===== src/rtl/seq_binary_multiplier.sv =====
// Sequential shift-add multiplier, unsigned or two's-complement signed.
// Takes B_WIDTH step cycles plus one finalize cycle. The product is held until the next operation completes.
module seq_binary_multiplier #(
   parameter  int A_WIDTH = 3,
   parameter  int B_WIDTH = 4,
   localparam int P_WIDTH = A_WIDTH + B_WIDTH
) (
   input  logic               clk,
   input  logic               rst,
   input  logic               start,
   input  logic               sign_mode,
   input  logic [A_WIDTH-1:0] a,
   input  logic [B_WIDTH-1:0] b,
   output logic [P_WIDTH-1:0] c,
   output logic               busy,
   output logic               done
);

   // state | meaning
   // ------+--------------------------------------------------------------
   // IDLE  | waiting for start; operands are captured on an accepted start
   // CALC  | B_WIDTH shift-add steps, with cnt counting down to 0
   // DONE  | one finalize cycle: c is written, and done pulses on the next cycle
   typedef enum logic [1:0] {
      IDLE = 2'd0,
      CALC = 2'd1,
      DONE = 2'd2
   } state_t;

   localparam int CW = (B_WIDTH > 1) ? $clog2(B_WIDTH) : 1;

   state_t             state, state_nx;
   logic [P_WIDTH-1:0] mcand;
   logic [P_WIDTH-1:0] acc;
   logic [B_WIDTH-1:0] mplier;
   logic [CW-1:0]      cnt;
   logic               neg_flag;
   logic [A_WIDTH-1:0] a_mag;
   logic [B_WIDTH-1:0] b_mag;

   // The most negative value negates onto itself. Read as unsigned, that is the correct magnitude.
   always_comb begin
      a_mag = (sign_mode && a[A_WIDTH-1]) ? -a : a;
      b_mag = (sign_mode && b[B_WIDTH-1]) ? -b : b;
   end

   always_ff @(posedge clk or posedge rst) begin
      if (rst) state <= IDLE;
      else     state <= state_nx;
   end

   always_comb begin
      state_nx = state;
      case (state)
         IDLE:    if (start) state_nx = CALC;
         CALC:    if (cnt == '0) state_nx = DONE;
         DONE:    state_nx = IDLE;
         default: state_nx = IDLE;
      endcase
   end

   always_ff @(posedge clk or posedge rst) begin
      if (rst) begin
         mcand    <= '0;
         acc      <= '0;
         mplier   <= '0;
         cnt      <= '0;
         neg_flag <= 1'b0;
         c        <= '0;
         busy     <= 1'b0;
         done     <= 1'b0;
      end else begin
         busy <= (state == CALC);
         done <= (state == DONE);
         case (state)
            IDLE: begin
               if (start) begin
                  mcand    <= P_WIDTH'(a_mag);
                  mplier   <= b_mag;
                  acc      <= '0;
                  cnt      <= CW'(B_WIDTH - 1);
                  neg_flag <= sign_mode & (a[A_WIDTH-1] ^ b[B_WIDTH-1]);
               end
            end
            CALC: begin
               if (mplier[0]) acc <= acc + mcand;
               mcand  <= mcand << 1;
               mplier <= mplier >> 1;
               cnt    <= cnt - CW'(1);
            end
            DONE: begin
               c <= neg_flag ? -acc : acc;
            end
            default: ;
         endcase
      end
   end

endmodule

===== config.mk =====
export PLATFORM = sky130hd
export DESIGN_NAME = seq_binary_multiplier
export DESIGN_NICKNAME = d
export VERILOG_FILES = /design/src/rtl/seq_binary_multiplier.sv
export SDC_FILE = /design/constraint.sdc
export NUM_CORES = 1
export LEC_CHECK = 0
export BUFFER_PORTS_ARGS = -buffer_cell sky130_fd_sc_hd__buf_2
export CORE_MARGIN = 2
export CORE_UTILIZATION = 35
export DETAILED_ROUTE_END_ITERATION = 12
export GPL_TIMING_DRIVEN = 0
export PLACE_DENSITY_LB_ADDON = 0.25
export SKIP_CTS_REPAIR_TIMING = 1
export SYNTH_ARGS = -nofsm -noshare
export SYNTH_HDL_FRONTEND = slang
export SYNTH_SLANG_ARGS = --single-unit

===== constraint.sdc =====
create_clock -name clk -period 6.3 [get_ports clk]
set_input_delay 0 -clock clk [delete_from_list [all_inputs] [get_ports clk]]
set_output_delay 0 -clock clk [all_outputs]
set_load 0.02 [all_outputs]

Word-level counts from Yosys, hierarchy flattened

Index checks and enable logic that the tools add are counted.

Bits in registers: 32
Input port bits: 11
Output and inout port bits: 9
Word-level logic and storage cells: 45

$add $sub $neg: 5
Eq/ne operators: 5
Multiplexer cells: 15
Bitwise logic cells: 2
Reduce and logical (&&, ||, !) cells: 9

Operators by type and width:

| operator              | count |
|---|---|
| $mux W7               | 4 |
| $pmux W7 S2           | 2 |
| $mux W4               | 2 |
| $pmux W2 S2           | 2 |
| $pmux W4 S2           | 1 |
| $add A7 B7 Y7         | 1 |
| $neg A7 Y7            | 1 |
| $mux W2               | 3 |
| $ne A2 B2 Y1 const B  | 3 |
| $reduce_and A2 Y1     | 3 |
| $logic_not A2 Y1      | 2 |
| $neg A4 Y4            | 1 |
| $mux W3               | 1 |
| $neg A3 Y3            | 1 |
| $reduce_and A3 Y1     | 1 |
| $eq A2 B1 Y1 const B  | 1 |
| $eq A2 B2 Y1 const B  | 1 |
| $logic_and A1 B1 Y1   | 2 |
| $reduce_bool A2 Y1    | 1 |
| $sub A2 B1 Y2 const B | 1 |
| $and A1 B1 Y1         | 1 |
| $xor A1 B1 Y1         | 1 |

Logic depth before layout (Yosys ltp)

Gate-level depths: netlist (run 1).

Depth after elaboration: 4
Gate-level depth with buffers: 8
Gate-level depth less buffers: 8

Worst setup path before layout (run 1)

Ideal clock, no wire load.

Path kind: reg2reg
Start: reg mcand[0]
End: reg acc[6]
Setup time: 0.126 ns
Arrival: 2.110 ns
Data required time: 6.174 ns
Path slack: 4.064 ns
Cell stages (with the launch flop): 9
Path buffers: 0
Clock period less this slack: 2.236 ns
Cells stage by stage: dfrtp_1 > ha_1 > inv_1 > fa_1 > nor2b_4 > o2111a_2 > a2111oi_4 > mux2_1 > a221o_1

Longest elaborated chain between the ends: 3

RTL lines:

| item                   | line | text |
|---|---|---|
| from (decl)            | 33   | `logic [P_WIDTH-1:0] mcand;` |
| from (signal assigned) | 78   | `mcand <= P_WIDTH'(a_mag);` |
| from (signal assigned) | 87   | `mcand <= mcand << 1;` |
| $add A7 B7 Y7          | 86   | `if (mplier[0]) acc <= acc + mcand;` |
| $mux W7                | 86   |  |
| $pmux W7 S2            | 75   | `case (state)` |
| to (signal assigned)   | 86   |  |
| to (decl)              | 34   | `logic [P_WIDTH-1:0] acc;` |

No other way between the ends. The select of a mux whose other input is x is not followed.
A chain may end at the register's enable or synchronous reset.

Worst setup path after layout (run 1)

Same ends and word-level chain as after synthesis.

==> impl_metrics.env, run 1 <==
export IMPL_h_tree_depth=2
export IMPL_slew_violations=0
export IMPL_num_nets_final=227
export IMPL_grt_pass1_wl_um=6350
export IMPL_seq_area_frac_synth_pct=45.3
export IMPL_finClkSkew_ns=0.00480
export IMPL_worst_slew_pin_slew_ns=0.727
export IMPL_ys_warn_count=0
export IMPL_setup_violations=0
export IMPL_syn_inst=178
export IMPL_coreArea_mm2=0.00479
export IMPL_pre_cts_ws_ns=3.89
export IMPL_num_antenna_cells=0
export IMPL_synth_seq_cells=32
export IMPL_via_per_inst=4.83
export IMPL_vias=1319
export IMPL_clk_latency_ns=0.28
export IMPL_clock_path_buffers=2
export IMPL_dieArea_mm2=0.00563
export IMPL_tns_ns=0
export IMPL_dp_cells=264
export IMPL_synthTopCellsByCount="32 x dfrtp_1, 24 x nand2_1, 20 x o21ai_0, 14 x inv_1, 10 x ha_1"
export IMPL_hold_path_class="in -> reg"
export IMPL_end_kind="flip-flop"
export IMPL_crit_required_ns=6.47
export IMPL_grt_start_max_net_pins=33
export IMPL_min_delay_start="sign_mode"
export IMPL_post_synth_top_count_cell="dfrtp_1"
export IMPL_gp_congestion=0.854
export IMPL_arrival_ns=2.59
export IMPL_synth_top_cell_by_area="dfrtp_1"
export IMPL_irDropWorstVdd_uv=123
export IMPL_synth_edf_count=0
export IMPL_synth_top_cell_area_share_pct=45.3
export IMPL_yosysUniqueCellTypes=39
export IMPL_syn_nets=200
export IMPL_dpl_hpwl_um=2670
export IMPL_holdPathStages=3
export IMPL_status="completed"
export IMPL_gr_usage_all_layers_pct=15.6
export IMPL_clk_pin_slew_worst_paths_ns=0.07
export IMPL_area_growth_synth_to_final_pct=17.8
export IMPL_cts_tree="yes"
export IMPL_finalWorstSetupSlack_ns=3.88
export IMPL_die_x_um=75.0
export IMPL_initial_core_util_pct=36.9
export IMPL_first_iter_violations=52
export IMPL_syn_area_mm2=0.00177
export IMPL_rsz0062_at_grt="false"
export IMPL_max_freq_ghz=0.413
export IMPL_synth_area_leaders="dfrtp_1 45%, ha_1 7.1%, o21ai_0 5.7%, nand2_1 5.1%, xor2_1 4.0%"
export IMPL_crit_start="mcand[0]"
export IMPL_pin_count=20
export IMPL_grt_pass1_vias=1320
export IMPL_crit_slowest_cell="dfrtp_1"
export IMPL_port_buffer_count=19
export IMPL_worst_r2r_cell_count=8
export IMPL_gr_total_overflow=0
export IMPL_fp_row_count=25
export IMPL_synth_ff_type="dfrtp_1"
export IMPL_antenna_found_initial=0
export IMPL_drtPass1Iterations=4
export IMPL_slowest_delay_ns=0.43
export IMPL_clockRootBuffer="clkbuf_8"
export IMPL_leakage_nw=1.01
export IMPL_postRouteAntennaNets=0
export IMPL_relSlewSlack_pct=51.5
export IMPL_wire_per_inst_um=13.3
export IMPL_cts_made_buffers=5
export IMPL_routed_wl_um=3640
export IMPL_numClockSinks=32
export IMPL_syn_avg_cell_area_um2=9.93
export IMPL_drc=0
export IMPL_r2r_start="mcand[0]"
export IMPL_fillerInstances=483
export IMPL_critPathKind="reg -> reg"
export IMPL_cap_viol_max_count=0
export IMPL_crit_path_start_kind="flip-flop"
export IMPL_crit_chain="ha_1, inv_1, fa_1, nor2b_4, o2111a_2, a2111oi_4, mux2_1, a221o_1"
export IMPL_path_max_fanout=4
export IMPL_stdcell_count=273
export IMPL_final_hold_viol_count=0
export IMPL_layout_drive_gt1_share_pct=16.5
export IMPL_ys_async_sr_fraction_pct=100
export IMPL_dieHeight_um=75.0
export IMPL_period_share_pct=38.5
export IMPL_power_density_mw_per_mm2=470
export IMPL_min_period_ns=2.42
[sequential cells by signal, indices dropped and copies added (netlist names)]
signal,flops
acc,7
busy,1
c,7
cnt,2
done,1
mcand,7
mplier,4
neg_flag,1
state,2
[kinds of logic after synthesis]
| group | synth area share (%) |
|---|---|
| muxes | 2.41 |
| DFF | 45.3 |
| buffers and inverters | 4.04 |
| adders and majority gates | 8.22 |
| xor gates and xnor gates | 5.45 |
| and+or+nand+nor | 12.8 |
| AOI/OAI and AO/OA | 21.7 |
[cell type report]
type / instances / area (um2) / area share [%]
multi-input cells: 127 / 895 / 43.0
flip-flops and latches: 32 / 801 / 38.5
repair buffers: 20 / 105 / 5.05
clock buffers: 7 / 96.3 / 4.63
well taps: 67 / 83.8 / 4.03
inverters: 14 / 52.6 / 2.52
clock inverters: 1 / 30.0 / 1.44
plain buffers: 5 / 18.8 / 0.901
[layer usage]
layer | vias to the layer above | global-route usage [%] | wire length [um]
met1 | 610 | 18.8 | 1750
met4 | 0 | 6.94 | 68
li1 | 679 | - | -
met5 | - | 0 | 0
met3 | 5 | 5.22 | 131
met2 | 25 | 25.3 | 1690
[final timing paths]
kind / slack, ns / end
hold / removal: 0.01 / neg_flag
min in group asynchronous: 0.37 / acc[2]
setup reg to reg: 3.88 / acc[6]
setup / recovery: 3.88 / acc[6]
max in group asynchronous: 5.50 / acc[1]
hold reg to reg: 0.47 / c[6]
[critical path: cells and delay by family (launching register included)]
family	cells	cell delay, ns
flops	1	0.43
buf+inv	1	0.07
simple gates	1	0.06
fa+ha+maj	2	0.48
compound gates	3	0.92
mux	1	0.35
[cells in the final DEF (no fill, tap or decap), drive strengths merged, types with 4 or more instances in the layout]
| cell | count |
|---|---|
| nand2 | 24 |
| ha | 10 |
| a21oi | 7 |
| nand2b | 6 |
| buf | 19 |
| o31ai | 4 |
| xor2 | 8 |
| o21ai | 20 |
| nor2 | 6 |
| clkbuf | 12 |
| a22o | 5 |
| dfrtp | 32 |
| inv | 14 |
[report_power, final]
part | switching [mW] | internal, mW
clock | 0.0775 | 0.140
combinational | 0.228 | 0.172
sequential | 0.0731 | 0.289
total | 0.379 | 0.600
[metrics by stage]
step / utilization (%) / total power [mW] / hold WS, ns / instance area [um2]
after detailed placement: 40.7 / 0.774 / 0.316 / 1950
after CTS: 43.3 / 0.992 / 0.0141 / 2070
after global routing: 43.5 / 1.07 / 0.0563 / 2080
after global placement: 40.7 / 0.764 / 0.312 / 1950
after floorplan: - / 0.656 / 0.116 / 1770
final: 43.5 / 0.979 / 0.0131 / 2080
No activity file was read; power rests on OpenSTA's default activity.
==> inputs of run 2 (changes only) <==
==> constraint.sdc (replaced) <==
create_clock -name clk -period 2.26 [get_ports clk]
set_input_delay 0 -clock clk [delete_from_list [all_inputs] [get_ports clk]]
set_output_delay 0 -clock clk [all_outputs]
set_load 0.02 [all_outputs]
==> impl_metrics.env, run 2 (same netlist as run 1, synthesis figures left out) <==
export IMPL_area_growth_synth_to_final_pct=19.9
export IMPL_grt_start_max_net_pins=33
export IMPL_crit_chain="ha_2, inv_2, fa_2, nor2b_4, o2111a_2, a2111oi_4, mux2_1, a221o_1"
export IMPL_power_total_mw=2.77
export IMPL_crit_family="compound AO/OA/AOI/OAI gates"
export IMPL_vias=1347
export IMPL_dieHeight_um=75.0
export IMPL_clk_pin_slew_worst_paths_ns=0.07
export IMPL_num_antenna_cells=0
export IMPL_critPathKind="reg -> reg"
export IMPL_dpl_hpwl_um=2670
export IMPL_period_share_pct=97.7
export IMPL_clockRootBuffer="clkbuf_8"
export IMPL_design_area_mm2=0.00212
export IMPL_h_tree_depth=2
export IMPL_dieArea_mm2=0.00563
export IMPL_pin_count=20
export IMPL_final_hold_viol_count=0
export IMPL_p_int_mw=1.70
export IMPL_irDropWorstVdd_uv=387
export IMPL_arrival_ns=2.37
export IMPL_end_kind="flip-flop"
export IMPL_clock_path_buffers=2
export IMPL_switching_share_pct=38.4
export IMPL_rrSetupSlack_ns=0.05
export IMPL_numClockSinks=32
export IMPL_status="completed"
export IMPL_regArea_um2=802
export IMPL_rr_endpoint="acc[6]"
export IMPL_multi_input_area_um2=900
export IMPL_via_per_inst=4.86
export IMPL_switching_power_mw=1.06
export IMPL_gr_total_overflow=0
export IMPL_routed_wl_um=3690
export IMPL_final_cell_mix="31 x dfrtp_1, 24 x nand2_1, 20 x o21ai_0"
export IMPL_leakage_nw=1.03
export IMPL_layout_drive_gt1_share_pct=20.5
export IMPL_holdPathStages=3
export IMPL_wire_per_inst_um=13.3
export IMPL_fin_hold_ws_ns=0.0154
export IMPL_path_buf_inv=1
export IMPL_first_iter_violations=57
export IMPL_slowest_delay_ns=0.40
export IMPL_max_freq_ghz=0.453
export IMPL_fillerInstances=480
export IMPL_num_nets_final=231
export IMPL_rsz0062_at_grt="false"
export IMPL_met1_usage_pct=18.8
export IMPL_postRouteAntennaNets=0
export IMPL_holdPathEnd="neg_flag"
export IMPL_power_density_mw_per_mm2=1310
export IMPL_slew_violations=0
export IMPL_crit_path_start_kind="flip-flop"
export IMPL_crit_required_ns=2.43
export IMPL_min_delay_start="sign_mode"
export IMPL_path_max_fanout=3
export IMPL_r2r_start="mcand[0]"
export IMPL_drc=0
export IMPL_hold_path_class="in -> reg"
export IMPL_busiest_layer="met2"
export IMPL_cap_viol_max_count=0
export IMPL_crit_slowest_cell="dfrtp_1"
export IMPL_power_clock_fraction_pct=21.9
export IMPL_fp_row_count=25
export IMPL_grt_pass1_vias=1320
export IMPL_finClkSkew_ns=0.00408
export IMPL_port_buffer_count=19
export IMPL_use_met2_pct=25.3
export IMPL_reg_top3="acc: 7 flops, c: 7 flops, mcand: 7 flops"
export IMPL_post_dp_cell_area_mm2=0.00195
export IMPL_pwr_share_seq_pct=36.3
export IMPL_grt_pass1_wl_um=6350
export IMPL_drtPass1Iterations=4
export IMPL_min_period_ns=2.21
export IMPL_worst_r2r_cell_count=8
export IMPL_cts_tree="yes"
export IMPL_met3_usage_pct=5.22
export IMPL_setup_violations=0
export IMPL_antenna_found_initial=0
export IMPL_cts_made_buffers=5
export IMPL_coreArea_mm2=0.00479
export IMPL_clk_latency_ns=0.28
export IMPL_gp_congestion=0.854
export IMPL_layout_commonest_cell="dfrtp_1"
export IMPL_combinationalPowerShare_pct=41.8
export IMPL_worst_slew_pin_slew_ns=0.735
export IMPL_relSlewSlack_pct=50.9
export IMPL_initial_core_util_pct=36.9
export IMPL_gr_usage_all_layers_pct=15.6
export IMPL_die_x_um=75.0
==> run 2: per-layer routing <==
metal / up-vias / routed length [um]
li1: 689 / -
met1: 622 / 1730
met2: 31 / 1730
met3: 5 / 154
met4: 0 / 68
met5: - / 0
==> run 2: how the worst max path moves through the flow <==
stage,depth (start not counted),slack (ns),to,start
3_5_place_dp,8,-0.15,acc[6],mcand[0]
5_1_grt,8,0.0009,acc[6],mcand[0]
4_1_cts,8,-0.17,acc[6],mcand[0]
6_report,8,0.05,acc[6],mcand[0]
2_1_floorplan,8,0.02,acc[6],mcand[0]
3_3_place_gp,8,-0.10,acc[6],mcand[0]
==> run 2: worst min-delay path, cell delays in order <==
cell,delay [ns]
buf_2,0.13
nand2_1,0.06
o31ai_1,0.06
==> run 2: cell type report <==
type                            count  share of cell area [%]
Sequential cell                    32                    37.9
Inverter                           14                    2.48
Multi-Input combinational cell    127                    42.5
Clock buffer                        7                    4.55
Buffer                              5                   0.886
Clock inverter                      1                    1.42
Tap cell                           67                    3.96
Timing Repair Buffer               24                    6.38
==> run 2: power by group through the flow <==
stage	registers, mW	clock network, mW	logic [mW]
floorplan	1.05	0	0.780
global placement	1.02	0	1.11
detailed placement	1.02	0	1.13
CTS	1.01	0.618	1.13
global route	1.04	0.646	1.34
finish	1.00	0.606	1.16
==> run 2: metrics by stage <==
step	worst slack (ns)	utilization (%)	cells	TNS, ns
floorplan	0.0243	-	178	0
global placement	-0.103	40.7	264	-0.103
detailed placement	-0.146	40.7	264	-0.146
CTS	-0.175	43.3	272	-0.175
global route	0.000892	44.3	277	0
finish	0.0527	44.3	277	0
